[config.mk]
export PLATFORM = sky130hd
export DESIGN_NAME = knight_rider_ctrl
export DESIGN_NICKNAME = d
export VERILOG_FILES = /design/src/rtl/knight_rider_ctrl.sv
export SDC_FILE = /design/constraint.sdc
export NUM_CORES = 1
export LEC_CHECK = 0
export BUFFER_PORTS_ARGS = -buffer_cell sky130_fd_sc_hd__buf_4
export CORE_MARGIN = 2
export CORE_UTILIZATION = 57
export DETAILED_ROUTE_END_ITERATION = 7
export PLACE_DENSITY_LB_ADDON = 0.1
export SKIP_LAST_GASP = 1
export SLEW_MARGIN = 5
export SYNTH_ARGS = -nofsm -noshare
export SYNTH_HDL_FRONTEND = slang
export SYNTH_SLANG_ARGS = --single-unit
[constraint.sdc]
create_clock -name clk -period 2.1 [get_ports clk]
set_input_delay 0.42 -clock clk [delete_from_list [all_inputs] [get_ports clk]]
set_output_delay 0.42 -clock clk [all_outputs]
set_load 0.005 [all_outputs]
[src/rtl/knight_rider_ctrl.sv]
// Knight-rider LED sequencer: free-running fade tick and PWM phase, plus a
// one-hot scanner that sweeps back and forth across the fade engines while enabled.
module knight_rider_ctrl #(
    parameter int NUM_LEDS   = 8,
    parameter int TICK_DIV   = 1024,
    parameter int STEP_TICKS = 8
) (
    input  logic                clk,
    input  logic                rst_n,
    input  logic                en,
    output logic                tick,
    output logic [NUM_LEDS-1:0] selected,
    output logic                dir,
    output logic [4:0]          pwm_phase
);

    localparam int PW    = (TICK_DIV > 1) ? $clog2(TICK_DIV) : 1;
    localparam int POS_W = $clog2(NUM_LEDS);
    localparam int SW    = (STEP_TICKS > 1) ? $clog2(STEP_TICKS) : 1;

    localparam logic [PW-1:0]    PRE_LAST  = PW'(TICK_DIV - 1);
    localparam logic [SW-1:0]    STEP_LAST = SW'(STEP_TICKS - 1);
    localparam logic [POS_W-1:0] POS_LAST  = POS_W'(NUM_LEDS - 1);

    typedef enum logic [1:0] {
        IDLE = 2'd0,
        UP   = 2'd1,
        DOWN = 2'd2
    } state_t;

    state_t              state, state_nxt;
    logic [PW-1:0]       prescaler;
    logic [POS_W-1:0]    pos, pos_nxt;
    logic [SW-1:0]       step_cnt, step_nxt;
    logic                dir_nxt;
    logic [NUM_LEDS-1:0] selected_nxt;
    logic                adv;

    assign adv = (prescaler == PRE_LAST);

    // Prescaler, tick and PWM phase run regardless of en so fades can complete.
    always_ff @(posedge clk or negedge rst_n) begin
        if (!rst_n) begin
            prescaler <= '0;
            tick      <= 1'b0;
            pwm_phase <= '0;
        end else begin
            prescaler <= adv ? '0 : prescaler + PW'(1);
            tick      <= adv;
            pwm_phase <= (pwm_phase == 5'd30) ? 5'd0 : pwm_phase + 5'd1;
        end
    end

    always_ff @(posedge clk or negedge rst_n) begin
        if (!rst_n) begin
            state    <= IDLE;
            pos      <= '0;
            step_cnt <= '0;
            dir      <= 1'b0;
            selected <= '0;
        end else begin
            state    <= state_nxt;
            pos      <= pos_nxt;
            step_cnt <= step_nxt;
            dir      <= dir_nxt;
            selected <= selected_nxt;
        end
    end

    // A falling en wins over a coincident adv, so the advanced position never shows.
    always_comb begin
        state_nxt = state;
        pos_nxt   = pos;
        step_nxt  = step_cnt;
        dir_nxt   = dir;
        case (state)
            IDLE: begin
                pos_nxt  = '0;
                step_nxt = '0;
                dir_nxt  = 1'b0;
                if (en) state_nxt = UP;
            end
            UP, DOWN: begin
                if (!en) begin
                    state_nxt = IDLE;
                    pos_nxt   = '0;
                    step_nxt  = '0;
                    dir_nxt   = 1'b0;
                end else if (adv) begin
                    if (step_cnt == STEP_LAST) begin
                        step_nxt = '0;
                        if (state == UP) begin
                            pos_nxt = pos + POS_W'(1);
                            if (pos_nxt == POS_LAST) begin
                                state_nxt = DOWN;
                                dir_nxt   = 1'b1;
                            end
                        end else begin
                            pos_nxt = pos - POS_W'(1);
                            if (pos_nxt == '0) begin
                                state_nxt = UP;
                                dir_nxt   = 1'b0;
                            end
                        end
                    end else begin
                        step_nxt = step_cnt + SW'(1);
                    end
                end
            end
            default: begin
                state_nxt = IDLE;
                pos_nxt   = '0;
                step_nxt  = '0;
                dir_nxt   = 1'b0;
            end
        endcase
        selected_nxt = (state_nxt == IDLE) ? '0 : (NUM_LEDS'(1) << pos_nxt);
    end

endmodule

# Word-level counts from Yosys, hierarchy flattened
# Cells that the tools add are included.
# word_totals
word_cells,56
ff_bits,33
out_inout_bits,15
input_bits,3
# op_classes
n_shift,1
add_sub_neg,5
n_mux,27
n_reduce_logical,5
n_eq_ne,10
# op_table
operator,n
3-bit two-way mux,9
2-bit two-way mux,7
"10-bit by 1-bit adder with 10-bit output, second input constant",1
"10-bit == test, second input constant",1
10-bit two-way mux,1
8-bit two-way mux,1
"4-bit != test, second input constant",2
"1-bit by 3-bit << shifter with 8-bit output, first input constant",1
1-bit two-way mux,7
"3-bit by 1-bit adder with 3-bit output, second input constant",2
"3-bit == test, second input constant",2
"3-bit != test, second input constant",2
"5-bit by 1-bit adder with 5-bit output, second input constant",1
"5-bit == test, second input constant",1
5-bit two-way mux,1
2-bit zero test,2
2-bit case mux with 2 select lines,1
4-bit AND reduction,1
3-bit zero test,1
"3-bit by 1-bit subtractor with 3-bit output, second input constant",1
"2-bit by 1-bit == test with 1-bit output, second input constant",1
"2-bit == test, second input constant",1
2-bit OR reduction,1

# Logic depth before layout (Yosys ltp)
# Gate-level depths: netlist of run 1.
# logic_depth
ltp_word,10
depth_mapped,8

# Least setup slack after synthesis of run 1
# No wires, ideal clock.
# synth_path
kind,flip-flop to flip-flop
start,register step_cnt[0]
end,register selected[0]
arrival_ns,1.745
setup_slack_ns,0.225
stages_incl_launch_ff,9
setup_time_ns,0.130
synth_period_minus_slack_ns,1.875
path_cell_list,dfrtp_1 ha_1 ha_1 nand3_1 and4bb_1 o2111ai_1 o221a_2 o311a_4 nor3_1
# synth_between
elab_chain_cells,7
# synth_lines
element,line_no,text
start: declaration,34,"logic [SW-1:0] step_cnt, step_nxt;"
start signal: assignment,64,step_cnt <= step_nxt;
3-bit == test (*),90,if (step_cnt == STEP_LAST) begin
2-bit two-way mux or 3-bit two-way mux (tied branches),90,
2-bit two-way mux or 3-bit two-way mux (tied branches),89,end else if (adv) begin
2-bit two-way mux or 3-bit two-way mux (tied branches),84,if (!en) begin
2-bit case mux with 2 select lines or 3-bit two-way mux (tied branches),76,case (state)
2-bit zero test or 1-bit by 3-bit << shifter with 8-bit output (tied branches),117,selected_nxt = (state_nxt == IDLE) ? '0 : (NUM_LEDS'(1) << pos_nxt);
8-bit two-way mux (*),117,
net selected_nxt[0],36,logic [NUM_LEDS-1:0] selected_nxt;
end signal: assignment,66,selected <= selected_nxt;
end: declaration,12,"output logic [NUM_LEDS-1:0] selected,"
# Mark *: on every way through the listed nets, which the timed path passes. The rest lies on a longest branch.
# A chain may end at the register's enable or synchronous reset.

# Worst setup path in the final report of run 1
# layout_path
start,register step_cnt[0]
end,register selected[6]
# Same word-level chain as after synthesis.

==> results of run 1 <==
## synthesized netlist by cell type, drive strengths merged
master	n
o221a	1
a21o	1
mux2i	5
nand2	9
nor2	19
nand4	2
o2111ai	1
dfrtp	33
xnor2	9
a311oi	1
a211oi	1
and4bb	1
clkbuf	2
o31a	2
and4	2
o211ai	1
nor2b	1
nor3b	1
ha	12
nor3	9
and2b	1
nand3	8
or3	1
o311a	1
a32oi	2
buf	2
a22oi	2
and3	1
a21oi	2
inv	6
xor2	3
o21ai	8
a41oi	2
or2	1
## stage by stage
| step | instance area [sq um] | setup WS, ns | std cells | setup TNS (ns) | power (W) |
|---|---|---|---|---|---|
| 2_1_floorplan | 1670 | 0.225 | 153 | 0 | 0.000886 |
| 3_3_place_gp | 1830 | 0.157 | 199 | 0 | 0.000954 |
| 3_5_place_dp | 1830 | 0.108 | 199 | 0 | 0.000969 |
| 4_1_cts | 1890 | 0.0824 | 206 | 0 | 0.00133 |
| 5_1_grt | 1890 | -0.00524 | 206 | -0.00524 | 0.00140 |
| 6_report | 1890 | 0.113 | 206 | 0 | 0.00132 |
## power by group through the flow
stage,clock [W],sequential [W],combinational [W]
after CTS,0.000371,0.000673,0.000284
after floorplan,0,0.000684,0.000203
after global placement,0,0.000685,0.000269
after detailed placement,0,0.000685,0.000284
after global routing,0.000401,0.000678,0.000317
final,0.000359,0.000673,0.000288
## kinds of logic (layout without fill, tap and decap cells)
group	count (synthesis)	after routing	share of synthesized area
AO/OA/AOI/OAI	25	25	0.114
XOR/XNOR	12	12	0.0630
adder cells (fa/ha/maj)	12	12	0.0900
buffers and inverters	10	32	0.0240
flip-flops	33	33	0.495
multiplexers	5	5	0.0300
AND/OR/NAND/NOR	56	56	0.184
## metal layers
layer  track usage  part of all wire
met5             0                 0
met4        0.0897             0.014
met3        0.0647             0.040
met2         0.339              0.48
met1         0.285              0.46
## sequential cells by signal, indices dropped and copies added, names as in the netlist
signal,cells
dir,1
pos,3
prescaler,10
pwm_phase,5
selected,8
state,2
step_cnt,3
tick,1
## placed cells by master (no fill, tap or decap), types with 2 or more instances in the layout
| cell | n |
|---|---|
| a32oi_1 | 2 |
| nand3_1 | 8 |
| ha_1 | 10 |
| a22oi_1 | 2 |
| nand2_1 | 9 |
| mux2i_1 | 5 |
| nor3_1 | 9 |
| xor2_1 | 3 |
| o31a_1 | 2 |
| xnor2_1 | 9 |
| o21ai_0 | 8 |
| inv_1 | 6 |
| clkbuf_4 | 5 |
| nor2_1 | 17 |
| ha_2 | 2 |
| and4_4 | 2 |
| a41oi_1 | 2 |
| a21oi_1 | 2 |
| dfrtp_1 | 32 |
| buf_4 | 19 |
## timing repair
action                                  CTS  global route
hold buffers                              0             0
resized for setup                         0             3
endpoints found under the setup margin    0             8
## layout make-up
type	instances	area, sq um
Tap cell	31	38.8
Sequential cell	33	827
Clock buffer	7	55.1
Inverter	6	22.5
Fill cell	211	865
Timing Repair Buffer	19	143
Multi-Input combinational cell	110	807
## worst max path at each step
| stage | to | slack (ns) | cells past startpoint |
|---|---|---|---|
| floorplan | selected[0] | 0.22 | 8 |
| detailed placement | selected[6] | 0.11 | 8 |
| global route | selected[5] | -0.005 | 7 |
| global placement | selected[4] | 0.16 | 8 |
| finish | selected[6] | 0.11 | 8 |
| CTS | selected[5] | 0.08 | 8 |
==> results_dict.tcl, run 1 <==
set metrics [dict create \
    run_status "complete, no violations" \
    r2r-start "step_cnt[0]" \
    swShare 0.290 \
    fin_crit_ns 1.99 \
    maxSlewHeadroom 0.723 \
    synthTopCellsByArea "dfrtp_1, ha_1, xnor2_1" \
    postRouteAntennaNets 0 \
    cts.sinks 33 \
    worst-slew-pin-transition_ns 0.416 \
    numCtsBuffers 5 \
    yosysSeqAreaShare 0.495 \
    drv_slew 0 \
    place_congestion 0.783 \
    timing.final.crit_share 0.946 \
    ir_drop_mv 0.503 \
    powerDensity_mw_per_mm2 697 \
    r2r-end "selected[6]" \
    core_sq_mm 0.00276 \
    required_ns 2.30 \
    start_util 0.605 \
    io_pins 18 \
    p_comb_frac 0.218 \
    p_int_w 0.000937 \
    power.switching_w 0.000383 \
    layout.nets 190 \
    cp_max_fo 8 \
    gr-total-overflow 0 \
    grt_pass1_vias 1174 \
    postLayoutCoreUtil 0.686 \
    drtIter0Drc 111 \
    crit_arrival_ns 2.19 \
    syn-instance-count 153 \
    synth_top_area_share 0.495 \
    crit_buf_inv 0 \
    start_kind "flop" \
    power_frac_clock 0.272 \
    seq_power_share 0.509 \
    drc_errors 0 \
    vias 1208 \
    cts_buffer_depth 2 \
    fmax_mhz 503 \
    fp.dieH_um 58.1 \
    skew_ns 0.0138 \
    crit_type "flop to flop" \
    htreeDepth 2 \
    hp-class "input pin to asynchronous set/reset pin" \
    cap_violations 0 \
    wl_per_cell_um 15.5 \
    finalSetupViolCount 0 \
    crit_chain "ha_1 -> ha_2 -> nand3_1 -> and4bb_1 -> o2111ai_1 -> o221a_2 -> o311a_4 -> nor3_1" \
    grt_pass1_wl_um 5420 \
    grt_max_degree 34 \
    ys_ff_latch 33 \
    tritoncts "built" \
    die_x_um 58.1 \
    rows 19 \
    critPathTopFamily "compound AO/OA/AOI/OAI gates" \
    drive_gt1_frac 0.211 \
    yosysWarningCount 0 \
    holdWs_ns 0.0145 \
    synth_cell_types 37 \
    syn_to_final_growth_pct 13.5 \
    critPathMaxStageDelay_ns 0.41 \
    leakage_nw 0.862 \
    syn_avg_cell_area_sq_um 10.9 \
    antenna_found_initial 0 \
    synth_area_sq_mm 0.00167 \
    grt_util_all_layers 0.218 \
    clk_latency_ns 0.33 \
    cp-end-kind "flop" \
    r2r_setup_slack_ns 0.11 \
    first_pass_iters 4 \
    hpwl_um 2330 \
    synth_nets 168 \
    antenna_cells 0 \
    clk_pin_slew_ns 0.10 \
    routed_wl_um 3190 \
    die-area_sq_mm 0.00337 \
    reg2regPathDepth 8 \
    rsz0062_at_grt "true" \
    yosys.area.top_type "dfrtp_1" \
    startpoint "step_cnt[0]" \
    routed_via_density 5.86 \
    cts-root-buf "clkbuf_4" \
    io_buffers 17 \
    postCtsSetupBuffers 0 \
    critPathSlowestCell "dfrtp_1" \
    hold_viol 0 \
]
Power figures use the tool's default switching activity.
==> inputs of run 2 (changes only) <==
SETUP_SLACK_MARGIN = 0.2   (was not set)
==> run 2 against run 1 <==
Clock-buffer cell count unchanged. Non-clock buffer count up 10. Maximum frequency increased by 2.4%. Combinational power rose by 16%. Clock power rose by 2%. First-iteration DRC count fell by 30%. Sequential share of layout area decreased by 3.6 points. Cell count rose by 4.9%. Clock skew up 0.0049 ns. Setup slack gained 0.046 ns. Utilization is 6.4 points higher. Sequential power increased by 1%. Critical path type unchanged. Largest cell class is now multi-input combinational cells. Largest power group unchanged.
==> results_dict.tcl, run 2 (synthesis gave the netlist of run 1 again) <==
set metrics [dict create \
    antenna_found_initial 0 \
    m1WireLength_um 1530 \
    grt_pass1_vias 1203 \
    clk_latency_ns 0.34 \
    final_common_cell "dfrtp_1" \
    cp-end-kind "flop" \
    finalSetupViolCount 0 \
    postCtsHoldBufs 0 \
    rows 19 \
    cp_max_fo 8 \
    core_sq_mm 0.00276 \
    die-area_sq_mm 0.00337 \
    run_status "complete, no violations" \
    start_util 0.605 \
    ir_drop_mv 0.520 \
    drv_slew 0 \
    pre_cts_ws_ns 0.108 \
    met2_wirelength_um 1710 \
    first_pass_iters 4 \
    largest_reg_flops 10 \
    worst-slew-pin-transition_ns 0.412 \
    routed_wl_um 3520 \
    startpoint "step_cnt[1]" \
    vias 1290 \
    cts-root-buf "clkbuf_4" \
    die_x_um 58.1 \
    gr-total-overflow 0 \
    tritoncts "built" \
    hpwl_um 2330 \
    hold_viol 0 \
    timing.setup.tns_ns 0 \
    place_congestion 0.783 \
    multi_input_area_sq_um 906 \
    timing.final.crit_share 0.924 \
    clk_pin_slew_ns 0.11 \
    powerDensity_mw_per_mm2 667 \
    postRouteAntennaNets 0 \
    antenna_cells 0 \
    layout.nets 200 \
    io_buffers 17 \
    routed_via_density 5.97 \
    r2r-start "step_cnt[1]" \
    wl_met3_um 212 \
    regMostFlops "prescaler" \
    regArea_sq_um 828 \
    r2r-end "selected[4]" \
    crit_type "flop to flop" \
    htreeDepth 2 \
    skew_ns 0.0187 \
    cts.sinks 33 \
    fmax_mhz 515 \
    reg_top3 "prescaler (10), selected (8), pwm_phase (5)" \
    grt_max_degree 34 \
    hp-class "input pin to asynchronous set/reset pin" \
    grt_util_all_layers 0.224 \
    crit_arrival_ns 2.15 \
    start_kind "flop" \
    nFillCells 193 \
    cts_buffer_depth 2 \
    r2r_setup_slack_ns 0.16 \
    reg2regPathDepth 8 \
    fin_crit_ns 1.94 \
    holdWs_ns 0.00598 \
    final_cell_mix "dfrtp_1, buf_4, nor2_1" \
    drive_gt1_frac 0.351 \
    drtIter0Drc 78 \
    drc_errors 0 \
    layout_setup_ws_ns 0.159 \
    numCtsBuffers 5 \
    fp.dieH_um 58.1 \
    leakage_nw 0.911 \
    syn_to_final_growth_pct 24.0 \
    power_w 0.00138 \
    io_pins 18 \
    rsz0062_at_grt "true" \
    grt_pass1_wl_um 5590 \
    cap_violations 0 \
    required_ns 2.31 \
    routed.top_layer "met4" \
    wl_per_cell_um 16.3 \
    maxSlewHeadroom 0.726 \
]
==> run 2: how the worst max path moves through the flow <==
stage / endpoint / cells past startpoint
2_1_floorplan: selected[0] / 8
3_3_place_gp: selected[4] / 8
3_5_place_dp: selected[6] / 8
4_1_cts: selected[5] / 8
5_1_grt: selected[4] / 7
6_report: selected[4] / 8
==> run 2: per-layer routing <==
metal  up-vias  track usage
met5         -            0
met4         0       0.0930
met3         7       0.0625
met2        35        0.354
met1       643        0.293
li1        605            -
==> run 2: layout make-up <==
class | count | share of cell area
clock buffer | 7 | 0.0266
inverter | 6 | 0.0109
multi-input combinational | 110 | 0.438
sequential | 33 | 0.400
tap | 31 | 0.0188
timing repair buffer | 29 | 0.105
==> run 2: worst max-delay path: stages, from the launching register on <==
cell and delay, ns:
dfrtp_1 0.40, ha_2 0.21, ha_4 0.17, nand3_2 0.05
and4bb_1 0.21, o2111ai_1 0.20, o221a_2 0.23, o311a_4 0.29
nor3_2 0.06
==> run 2: repair_timing <==
action | 4_1_cts | 5_1_grt
pin swaps | 0 | 12
cloned | 0 | 0
gates resized for setup | 7 | 17
endpoints found under the setup margin | 8 | 8
buffers inserted | 3 | 7
==> run 2: power breakdown <==
group	switching, W	internal (W)
Sequential	0.0000226	0.000657
Clock	0.000207	0.000158
Combinational	0.000192	0.000142
==> run 2: metrics by stage <==
step | util | std cells | cell area [sq um]
after floorplan | - | 153 | 1670
after CTS | 0.701 | 209 | 1930
after global routing | 0.750 | 216 | 2070
final | 0.750 | 216 | 2070
after global placement | 0.664 | 199 | 1830
after detailed placement | 0.664 | 199 | 1830
